--- src/rtl/dm_dump_uart.sv ---
// Data-memory dump engine: on start, reads words FIRST_ADDR..LAST_ADDR and sends each MSB byte first as 8N1 UART frames.
// Optional DM_DUMP_CHECKSUM_EN appends a two's-complement checksum byte after the last word.
module dm_dump_uart #(
  parameter int CLKS_PER_BIT = 868,
  parameter int ADDR_W       = 8,
  parameter int FIRST_ADDR   = 0,
  parameter int LAST_ADDR    = 255
) (
  input  logic              sysclk,
  input  logic              cpu_resetn,
  input  logic              start,
  output logic              rd_en,
  output logic [ADDR_W-1:0] rd_addr,
  input  logic [31:0]       rd_data,
  output logic              uart_txd,
  output logic              busy,
  output logic              done
);

  localparam logic [15:0]       BAUD_RELOAD = 16'(CLKS_PER_BIT - 1);
  localparam logic [ADDR_W-1:0] FIRST_A     = ADDR_W'(FIRST_ADDR);
  localparam logic [ADDR_W-1:0] LAST_A      = ADDR_W'(LAST_ADDR);

  typedef enum logic [2:0] {
    IDLE,
    READ,
    CAPTURE,
    TX_START,
    TX_DATA,
    TX_STOP,
    NEXT
`ifdef DM_DUMP_CHECKSUM_EN
    , TX_CSUM
`endif
  } state_t;

  state_t      state;
  logic [31:0] word_reg;
  logic [1:0]  byte_idx;
  logic [2:0]  bit_cnt;
  logic [15:0] baud;
  logic [7:0]  tx_shift;
  logic [7:0]  cur_byte;
`ifdef DM_DUMP_CHECKSUM_EN
  logic [7:0]  csum;
  logic [3:0]  csum_bit;
`endif

  always_comb begin
    cur_byte = word_reg[7:0];
    case (byte_idx)
      2'd0:    cur_byte = word_reg[31:24];
      2'd1:    cur_byte = word_reg[23:16];
      2'd2:    cur_byte = word_reg[15:8];
      default: cur_byte = word_reg[7:0];
    endcase
  end

  // The last stop bit of each word is shortened by one cycle and NEXT fills it,
  // so a word costs exactly 2 + 40*CLKS_PER_BIT cycles with txd held high.
  always_ff @(posedge sysclk or negedge cpu_resetn) begin
    if (!cpu_resetn) begin
      state    <= IDLE;
      rd_en    <= 1'b0;
      rd_addr  <= FIRST_A;
      uart_txd <= 1'b1;
      busy     <= 1'b0;
      done     <= 1'b0;
      word_reg <= '0;
      byte_idx <= '0;
      bit_cnt  <= '0;
      baud     <= '0;
      tx_shift <= '0;
`ifdef DM_DUMP_CHECKSUM_EN
      csum     <= '0;
      csum_bit <= '0;
`endif
    end else begin
      case (state)
        IDLE: begin
          uart_txd <= 1'b1;
          if (start) begin
            state   <= READ;
            rd_addr <= FIRST_A;
            rd_en   <= 1'b1;
            busy    <= 1'b1;
            done    <= 1'b0;
`ifdef DM_DUMP_CHECKSUM_EN
            csum    <= '0;
`endif
          end
        end
        READ: begin
          rd_en <= 1'b0;
          state <= CAPTURE;
        end
        CAPTURE: begin
          word_reg <= rd_data;
          byte_idx <= 2'd0;
          uart_txd <= 1'b0;
          baud     <= BAUD_RELOAD;
          state    <= TX_START;
        end
        TX_START: begin
          if (baud == 16'd0) begin
            uart_txd <= cur_byte[0];
            tx_shift <= cur_byte >> 1;
            bit_cnt  <= 3'd0;
            baud     <= BAUD_RELOAD;
            state    <= TX_DATA;
`ifdef DM_DUMP_CHECKSUM_EN
            csum     <= csum + cur_byte;
`endif
          end else begin
            baud <= baud - 16'd1;
          end
        end
        TX_DATA: begin
          if (baud == 16'd0) begin
            baud <= BAUD_RELOAD;
            if (bit_cnt == 3'd7) begin
              uart_txd <= 1'b1;
              state    <= TX_STOP;
            end else begin
              uart_txd <= tx_shift[0];
              tx_shift <= tx_shift >> 1;
              bit_cnt  <= bit_cnt + 3'd1;
            end
          end else begin
            baud <= baud - 16'd1;
          end
        end
        TX_STOP: begin
          if (byte_idx == 2'd3) begin
            if (baud == 16'd1) state <= NEXT;
            else               baud  <= baud - 16'd1;
          end else if (baud == 16'd0) begin
            byte_idx <= byte_idx + 2'd1;
            uart_txd <= 1'b0;
            baud     <= BAUD_RELOAD;
            state    <= TX_START;
          end else begin
            baud <= baud - 16'd1;
          end
        end
        NEXT: begin
          if (rd_addr == LAST_A) begin
`ifdef DM_DUMP_CHECKSUM_EN
            tx_shift <= ~csum + 8'd1;
            csum_bit <= 4'd0;
            uart_txd <= 1'b0;
            baud     <= BAUD_RELOAD;
            state    <= TX_CSUM;
`else
            busy  <= 1'b0;
            done  <= 1'b1;
            state <= IDLE;
`endif
          end else begin
            rd_addr <= rd_addr + 1'b1;
            rd_en   <= 1'b1;
            state   <= READ;
          end
        end
`ifdef DM_DUMP_CHECKSUM_EN
        // Whole checksum frame: csum_bit 0 is start, 1..8 data, 9 stop.
        TX_CSUM: begin
          if (baud == 16'd0) begin
            if (csum_bit == 4'd9) begin
              busy  <= 1'b0;
              done  <= 1'b1;
              state <= IDLE;
            end else begin
              baud     <= BAUD_RELOAD;
              csum_bit <= csum_bit + 4'd1;
              if (csum_bit == 4'd8) begin
                uart_txd <= 1'b1;
              end else begin
                uart_txd <= tx_shift[0];
                tx_shift <= tx_shift >> 1;
              end
            end
          end else begin
            baud <= baud - 16'd1;
          end
        end
`endif
        default: state <= IDLE;
      endcase
    end
  end

endmodule

--- config.mk ---
export PLATFORM = sky130hd
export DESIGN_NAME = dm_dump_uart
export DESIGN_NICKNAME = d
export VERILOG_FILES = /design/src/rtl/dm_dump_uart.sv
export SDC_FILE = /design/constraint.sdc
export NUM_CORES = 1
export LEC_CHECK = 0
export BUFFER_PORTS_ARGS = -buffer_cell sky130_fd_sc_hd__clkbuf_2
export CELL_PAD_IN_SITES_DETAIL_PLACEMENT = 0
export CELL_PAD_IN_SITES_GLOBAL_PLACEMENT = 1
export CORE_UTILIZATION = 37
export CTS_CLUSTER_SIZE = 40
export DETAILED_ROUTE_END_ITERATION = 12
export MAX_ROUTING_LAYER = met4
export PLACE_DENSITY_LB_ADDON = 0.2
export SKIP_CTS_REPAIR_TIMING = 1
export SYNTH_ARGS = -nofsm -noshare
export SYNTH_HDL_FRONTEND = slang
export SYNTH_SLANG_ARGS = --single-unit
--- constraint.sdc ---
create_clock -name sysclk -period 4.75 [get_ports sysclk]
set_input_delay 0.95 -clock sysclk [delete_from_list [all_inputs] [get_ports sysclk]]
set_output_delay 0.95 -clock sysclk [all_outputs]
set_load 0.03 [all_outputs]
==> Yosys cells after proc, flatten, opt, wreduce, memory -nomap -nowiden <==
Cells that the tools add are included.
{ "totals": {"register_bits": 76, "input_bits": 35, "output_inout_bits": 12, "elab_cells": 99} }
{ "classes": {"n_mux": 42, "n_reduce_logical": 18, "n_eq_ne": 24, "n_addsub": 4} }
{ "op_table": {"columns": ["op", "n"], "rows": [
  ["$mux W16", 3],
  ["$pmux W16 S3", 1],
  ["$mux W8", 5],
  ["$pmux W8 S2", 2],
  ["$mux W3", 10],
  ["$pmux W8 S3", 1],
  ["$pmux W3 S7", 1],
  ["$ne A2 B2 Y1 const B", 9],
  ["$eq A16 B1 Y1 const B", 1],
  ["$logic_not A16 Y1", 1],
  ["$sub A16 B1 Y16 const B", 1],
  ["$eq A3 B3 Y1 const B", 4],
  ["$reduce_and A3 Y1", 4],
  ["$mux W1", 11],
  ["$ne A3 B3 Y1 const B", 3],
  ["$add A8 B1 Y8 const B", 1],
  ["$eq A8 B8 Y1 const B", 1],
  ["$eq A3 B2 Y1 const B", 2],
  ["$pmux W3 S2", 1],
  ["$reduce_and A6 Y1", 1],
  ["$reduce_bool A2 Y1", 3],
  ["$reduce_bool A3 Y1", 2],
  ["$pmux W1 S5", 1],
  ["$reduce_and A5 Y1", 1],
  ["other kinds (15)", 18]
]} }

==> Longest topological paths before layout <==
Gate-level depths: netlist of run 1.
{ "logic_depth": {"word_depth": 4, "depth_mapped": 9, "depth_no_buf": 7} }

==> Worst setup path after synthesis of run 1 <==
No wires, ideal clock.
{ "synth_path": {"path_type": "input -> register", "start": "in start", "end": "reg rd_addr[0]", "setup_ns": 0.125, "arrival_time_ns": 1.807, "path_slack_ns": 2.818, "required_time_ns": 4.625, "path_buffers": 1, "path_stages": 4, "cell_sequence": "nor4b_1 clkbuf_1 nor2_1 mux2_2"} }
{ "synth_between": {"elab_chain_len": 2} }
{ "synth_rtl": {"columns": ["item", "line", "text"], "rows": [
  ["start, declared", "11", "input logic start,"],
  ["$ne A2 B2 Y1 (no line)", null, null],
  ["$reduce_and A3 Y1 (no line)", null, null],
  ["end signal, assigned", "160", "rd_addr <= rd_addr + 1'b1;"],
  ["end, declared", "13", "output logic [ADDR_W-1:0] rd_addr,"]
]} }
Every way passes these cells.
A chain may end at the register's enable or synchronous reset.

==> Final worst setup path of run 1 <==
{ "layout_path": {"start": "reg baud[8]", "end": "reg tx_shift[6]"} }
{ "layout_between": {"elab_chain_len": 3, "elab_cells_between_ends": 4, "cone_classes": "eq/ne: 2; reduce/logical: 2"} }
{ "layout_rtl": {"columns": ["item", "line", "text"], "rows": [
  ["start, declared", "41", "logic [15:0] baud;"],
  ["start signal, assigned", "115", "baud <= baud - 16'd1;"],
  ["start signal, assigned", "130", "baud <= baud - 16'd1;"],
  ["start signal, assigned", "136", "else baud <= baud - 16'd1;"],
  ["$logic_not A16 Y1 *", "105, 119", null],
  ["$ne A2 B2 Y1 (no line)", null, null],
  ["$reduce_and A4 Y1 (no line) *", null, null],
  ["end signal, assigned", "107", "tx_shift <= cur_byte >> 1;"],
  ["end signal, assigned", "126", "tx_shift <= tx_shift >> 1;"],
  ["end, declared", "42", "logic [7:0] tx_shift;"]
]} }
Mark *: on every way between the ends. The rest lies on a longest branch, timed or not.

==> results.sh, run 1 <==
export IMPL_cp_slowest_stage_delay_ns=0.64
export IMPL_clk_pin_slew_ns=0.08
export IMPL_synth_edf_count=0
export IMPL_start_kind="flip-flop"
export IMPL_fillers=1012
export IMPL_cp_buffers_inverters=0
export IMPL_yosys_area_top_type_share_pct=48.2
export IMPL_synth_nets=407
export IMPL_overflow=0
export IMPL_worstPathMaxFanout=20
export IMPL_outcome="finished clean"
export IMPL_crit_required_ns=5.03
export IMPL_ys_ff_latch=75
export IMPL_via_count=2890
export IMPL_n_antenna_cell=0
export IMPL_min_period_ns=2.47
export IMPL_synth_cell_types=63
export IMPL_portBuffers=46
export IMPL_worstSkewPairLatency_ns=0.35
export IMPL_drv_slew=0
export IMPL_max_freq_mhz=405
export IMPL_grt_use_total_pct=17.2
export IMPL_drt_total_wl_um=8280
export IMPL_grt_max_degree=76
export IMPL_ir_worst_vdd_mv=0.234
export IMPL_synth_common_cells="dfrtp_1 (74), mux2_2 (36), nor2_1 (29)"
export IMPL_first_global_vias=2877
export IMPL_fp_row_count=36
export IMPL_ant_nets=0
export IMPL_syn_inst=362
export IMPL_final_nets=446
export IMPL_vias_per_cell=5.36
export IMPL_drtIter0Drc=128
export IMPL_dr_pass1_iters=6
export IMPL_timing_final_crit_share_pct=52.0
export IMPL_tns_ns=0
export IMPL_hpwl_um=5640
export IMPL_setup_viol=0
export IMPL_avgRoutedWirePerCell_um=15.4
export IMPL_initial_core_util_pct=38.8
export IMPL_synth_most_common_cell="dfrtp_1"
export IMPL_final_cells=539
export IMPL_dieArea_sq_um=10800
export IMPL_die_w_um=104
export IMPL_end_kind="flip-flop"
export IMPL_yosys_most_used_dff="dfrtp_1"
export IMPL_min_path_type="flip-flop to flip-flop"
export IMPL_area_delta_synth_final_pct=14.5
export IMPL_final_hold_viol_count=0
export IMPL_rsz0062_at_grt="false"
export IMPL_ios=47
export IMPL_ys_top_cells_by_area="dfrtp_1 (48%), mux2_2 (11%), ha_1 (3.3%)"
export IMPL_cts_sinks=75
export IMPL_cts_tree="yes"
export IMPL_largest_register_ffs=32
export IMPL_cpMaxStageDelayCell="nor4_1"
export IMPL_max_cap_violations=0
export IMPL_place_gp_congestion=0.760
export IMPL_htreeDepth=3
export IMPL_dp_cells=523
export IMPL_power_density_nw_per_um2=498
export IMPL_seq_area_frac_synth_pct=48.9
export IMPL_total_power_mw=2.19
export IMPL_cts_path_max_buffers=2
export IMPL_die_y_um=104
export IMPL_dpl_instance_area_sq_um=4180
export IMPL_synth_top_area_cell="dfrtp_1"
export IMPL_path_cells="nor4_1, and4_1, nand2_1, nor3_1, a21o_1"
export IMPL_drive_gt1_share_pct=28.6
export IMPL_coreArea_sq_um=9910
export IMPL_tightest_slew_ns=1.03
export IMPL_relSlewSlack_pct=31.4
export IMPL_cts_buffers=9
export IMPL_antenna_found_initial=0
export IMPL_power_leakage_nw=1.95
export IMPL_fin_skew_ns=0.0104
export IMPL_crit_family="simple AND/OR/NAND/NOR gates"
export IMPL_grt_pass1_wl_um=14400
export IMPL_avgSynthCellArea_sq_um=10.6
export IMPL_stdcell_area_sq_um=4400
export IMPL_synth_async_reset_ratio_pct=100
export IMPL_drcViolationCount=0
export IMPL_crit_arrival_ns=2.76
export IMPL_ys_warn_count=0
export IMPL_cts_root_buf="clkbuf_8"
export IMPL_netlist_area_sq_um=3840
export IMPL_crit_type="flip-flop to flip-flop"
==> routing by layer <==
metal / share of wire (%) / up-vias / wire length [um] / GRT usage, %
li1: - / 1413 / - / -
met1: 48 / 1407 / 3980 / 22.5
met2: 47 / 59 / 3910 / 26.6
met3: 3.4 / 11 / 282 / 3.57
met4: 1.3 / 0 / 111 / 5.51
met5: 0 / - / 0 / -
==> worst paths after layout <==
check                      cells past startpoint           to  startpoint  slack [ns]
min in group asynchronous                      1     baud[13]  cpu_resetn        0.73
max in group asynchronous                      1      baud[5]  cpu_resetn        3.36
hold reg to reg                                1         busy        busy        0.48
hold / removal                                 1         busy        busy        0.48
setup reg to reg                               5  tx_shift[6]     baud[8]        2.28
setup / recovery                               5  tx_shift[6]     baud[8]        2.28
==> power by group <==
group | switching (mW) | leakage (nW) | internal, mW
clock | 0.253 | 0.109 | 0.304
combinational | 0.327 | 0.910 | 0.326
sequential | 0.150 | 0.930 | 0.830
==> through the flow <==
step	hold WS, ns	setup WS (ns)	utilization (%)
6_report	0.481	2.28	44.4
5_1_grt	0.503	2.05	44.4
4_1_cts	0.486	2.32	44.4
3_5_place_dp	0.466	2.34	42.1
3_3_place_gp	0.460	2.42	42.1
2_1_floorplan	0.445	2.82	-
==> cell type report <==
| class | instances | area (sq um) | area share [%] |
|---|---|---|---|
| timing repair buffer | 48 | 248 | 5.63 |
| clock buffer | 10 | 128 | 2.90 |
| inverter | 10 | 37.5 | 0.853 |
| sequential | 75 | 1880 | 42.7 |
| tap | 133 | 166 | 3.78 |
| multi-input combinational | 257 | 1850 | 42.0 |
| clock inverter | 6 | 96.3 | 2.19 |
==> cell families after synthesis <==
family | count (synthesis) | share of synthesized area [%]
AO/OA/AOI/OAI | 91 | 16.4
AND/OR/NAND/NOR | 111 | 15.7
XOR/XNOR | 9 | 2.05
flip-flops | 75 | 48.9
buffers and inverters | 30 | 3.19
adder cells (fa/ha/maj) | 10 | 3.26
multiplexers | 36 | 10.5
==> worst register-to-register path: stages (launching register included) <==
cell,delay (ns)
dfrtp_1,0.44
nor4_1,0.64
and4_1,0.51
nand2_1,0.43
nor3_1,0.29
a21o_1,0.11
==> cell usage in the layout (no fill, tap or decap), types with 3 or more instances in the layout <==
cell type and instances:
a31oi_1 4, nand2_1 27, inv_1 10, nand2b_1 4, o31ai_1 4, a21o_1 3
buf_4 3, clkbuf_8 9, a222oi_1 8, nand3b_1 3, o211ai_1 3, a21oi_1 22
nor3_1 6, ha_1 10, or3_1 5, nor4b_1 3, o21ai_0 20, clkbuf_2 45
nor2b_1 3, nor2_1 28, nor4_1 3, o211a_1 6, nand3_1 3, xor2_1 9
nand4_1 5, dfrtp_1 74, mux2_2 36
Note: power is estimated with default switching activity, not from simulation.
==> run 2, diff against run 1 <==
==> constraint.sdc (replaced) <==
create_clock -name sysclk -period 2.2 [get_ports sysclk]
set_input_delay 0.44 -clock sysclk [delete_from_list [all_inputs] [get_ports sysclk]]
set_output_delay 0.44 -clock sysclk [all_outputs]
set_load 0.03 [all_outputs]
==> run 2 against run 1 <==
  * Fmax increased by 22%
  * Core utilization increased by 1.6 points
  * First-iteration DRC count increased by 7.8%
  * Count of clock-buffer cells in the layout decreased by 1
  * Worst hold slack got worse by 0.45 ns
  * Clock skew increased by 0.0080 ns
  * Non-clock buffer count increased by 19
==> results.sh, run 2 (synthesized netlist as in run 1, its figures left out) <==
export IMPL_min_path_type="input port to async pin"
export IMPL_outcome="finished clean"
export IMPL_max_freq_mhz=494
export IMPL_die_y_um=104
export IMPL_cp_slowest_stage_delay_ns=0.45
export IMPL_end_kind="flip-flop"
export IMPL_cpMaxStageDelayCell="or3_2"
export IMPL_coreArea_sq_um=9910
export IMPL_cts_buffers=9
export IMPL_dieArea_sq_um=10800
export IMPL_setup_viol=0
export IMPL_clock_power_share_pct=21.6
export IMPL_htreeDepth=3
export IMPL_grt_use_total_pct=17.6
export IMPL_wl_met3_um=380
export IMPL_crit_type="flip-flop to flip-flop"
export IMPL_seqPwrFrac_pct=44.9
export IMPL_cp_buffers_inverters=0
export IMPL_cts_tree="yes"
export IMPL_antenna_found_initial=0
export IMPL_crit_family="simple AND/OR/NAND/NOR gates"
export IMPL_net_switching_power_mw=1.64
export IMPL_cts_sinks=75
export IMPL_tightest_slew_ns=0.576
export IMPL_drive_gt1_share_pct=32.7
export IMPL_place_gp_congestion=0.808
export IMPL_n_antenna_cell=0
export IMPL_worstSkewPairLatency_ns=0.36
export IMPL_hpwl_um=6000
export IMPL_clk_pin_slew_ns=0.10
export IMPL_path_cells="nor3_4, nand3_2, or3_2, or3_1, a21oi_1"
export IMPL_timing_final_crit_share_pct=92.1
export IMPL_largest_register_ffs=32
export IMPL_overflow=0
export IMPL_fp_row_count=36
export IMPL_area_delta_synth_final_pct=18.5
export IMPL_final_nets=465
export IMPL_avgRoutedWirePerCell_um=15.3
export IMPL_initial_core_util_pct=38.8
export IMPL_ios=47
export IMPL_grt_pass1_wl_um=14800
export IMPL_ant_nets=0
export IMPL_dr_wl_met2_um=4060
export IMPL_rsz0062_at_grt="false"
export IMPL_die_w_um=104
export IMPL_dr_max_layer_used="met4"
export IMPL_cts_root_buf="clkbuf_8"
export IMPL_crit_arrival_ns=2.29
export IMPL_ir_worst_vdd_mv=0.697
export IMPL_final_cell_mix="dfrtp_1 (74), clkbuf_2 (45), mux2_2 (36)"
export IMPL_p_int_mw=3.01
export IMPL_crit_required_ns=2.47
export IMPL_finalHoldWorstSlack_ns=0.0339
export IMPL_worstPathMaxFanout=9
export IMPL_via_count=2995
export IMPL_vias_per_cell=5.37
export IMPL_tns_ns=0
export IMPL_start_kind="flip-flop"
export IMPL_p_sw_share_pct=35.3
export IMPL_drcViolationCount=0
export IMPL_grt_max_degree=42
export IMPL_combPwrFrac_pct=33.4
export IMPL_dpl_worst_slack_ns=0.0871
export IMPL_power_density_nw_per_um2=1020
export IMPL_total_power_mw=4.66
export IMPL_dr_pass1_iters=5
export IMPL_final_common_cell="dfrtp_1"
export IMPL_first_global_vias=2982
export IMPL_portBuffers=46
export IMPL_relSlewSlack_pct=61.6
export IMPL_min_period_ns=2.03
export IMPL_drv_slew=0
export IMPL_drt_met1_wl_um=3900
export IMPL_final_hold_viol_count=0
export IMPL_max_cap_violations=0
export IMPL_power_leakage_nw=2.04
export IMPL_fin_skew_ns=0.0184
export IMPL_drt_total_wl_um=8550
export IMPL_drtIter0Drc=138
export IMPL_cts_path_max_buffers=2
export IMPL_fin_ws_ns=0.174
-- run 2: cell types whose count changed in the layout (fill, tap and decap cells not counted), sizes merged --
cell	delta
clkbuf	-1
clkinv	+3
buf	+19
bufinv	-2
-- run 2: final cells by class --
cell class,instances,area [sq um]
flip-flops and latches,75,1880
clock buffers,9,124
clock inverters,7,58.8
inverters,10,37.5
well taps,133,166
repair buffers,67,428
fillers,1016,5360
multi-input cells,257,1860
-- run 2: power groups by stage --
stage                     Sequential [mW]  Combinational, mW  Clock (mW)
after floorplan                      2.08               1.09           0
after global placement               2.11               1.53           0
after detailed placement             2.12               1.56           0
after CTS                            2.09               1.57        1.05
after global routing                 2.15               1.70        1.10
final                                2.09               1.56        1.01
-- run 2: final timing paths --
| check | startpoint | end | slack [ns] | cells after the start |
|---|---|---|---|---|
| max in group asynchronous | cpu_resetn | uart_txd | 1.52 | 2 |
| min | cpu_resetn | baud[15] | 0.03 | 1 |
| max | baud[4] | baud[10] | 0.17 | 5 |
| min reg2reg | tx_shift[0] | tx_shift[0] | 0.48 | 2 |
| max reg2reg | baud[4] | baud[10] | 0.17 | 5 |
| min in group sysclk | rd_data[16] | word_reg[16] | 0.30 | 2 |
-- run 2: worst register-to-register path: cells and delay by family (launching register included) --
family | cells | cell delay, ns
AND/OR/NAND/NOR | 4 | 1.36
AO/OA/AOI/OAI | 1 | 0.15
flip-flops | 1 | 0.44
-- run 2: metrics by stage --
stage / cell area (sq um) / utilization [%] / cells
2_1_floorplan: 3840 / - / 362
3_3_place_gp: 4360 / 44.0 / 542
3_5_place_dp: 4360 / 44.0 / 542
4_1_cts: 4540 / 45.8 / 558
5_1_grt: 4550 / 46.0 / 558
6_report: 4550 / 46.0 / 558
-- run 2: layer usage --
| layer | GRT usage [%] | vias up |
|---|---|---|
| li1 | - | 1458 |
| met3 | 3.88 | 16 |
| met5 | - | - |
| met1 | 22.1 | 1455 |
| met4 | 7.04 | 0 |
| met2 | 27.6 | 66 |
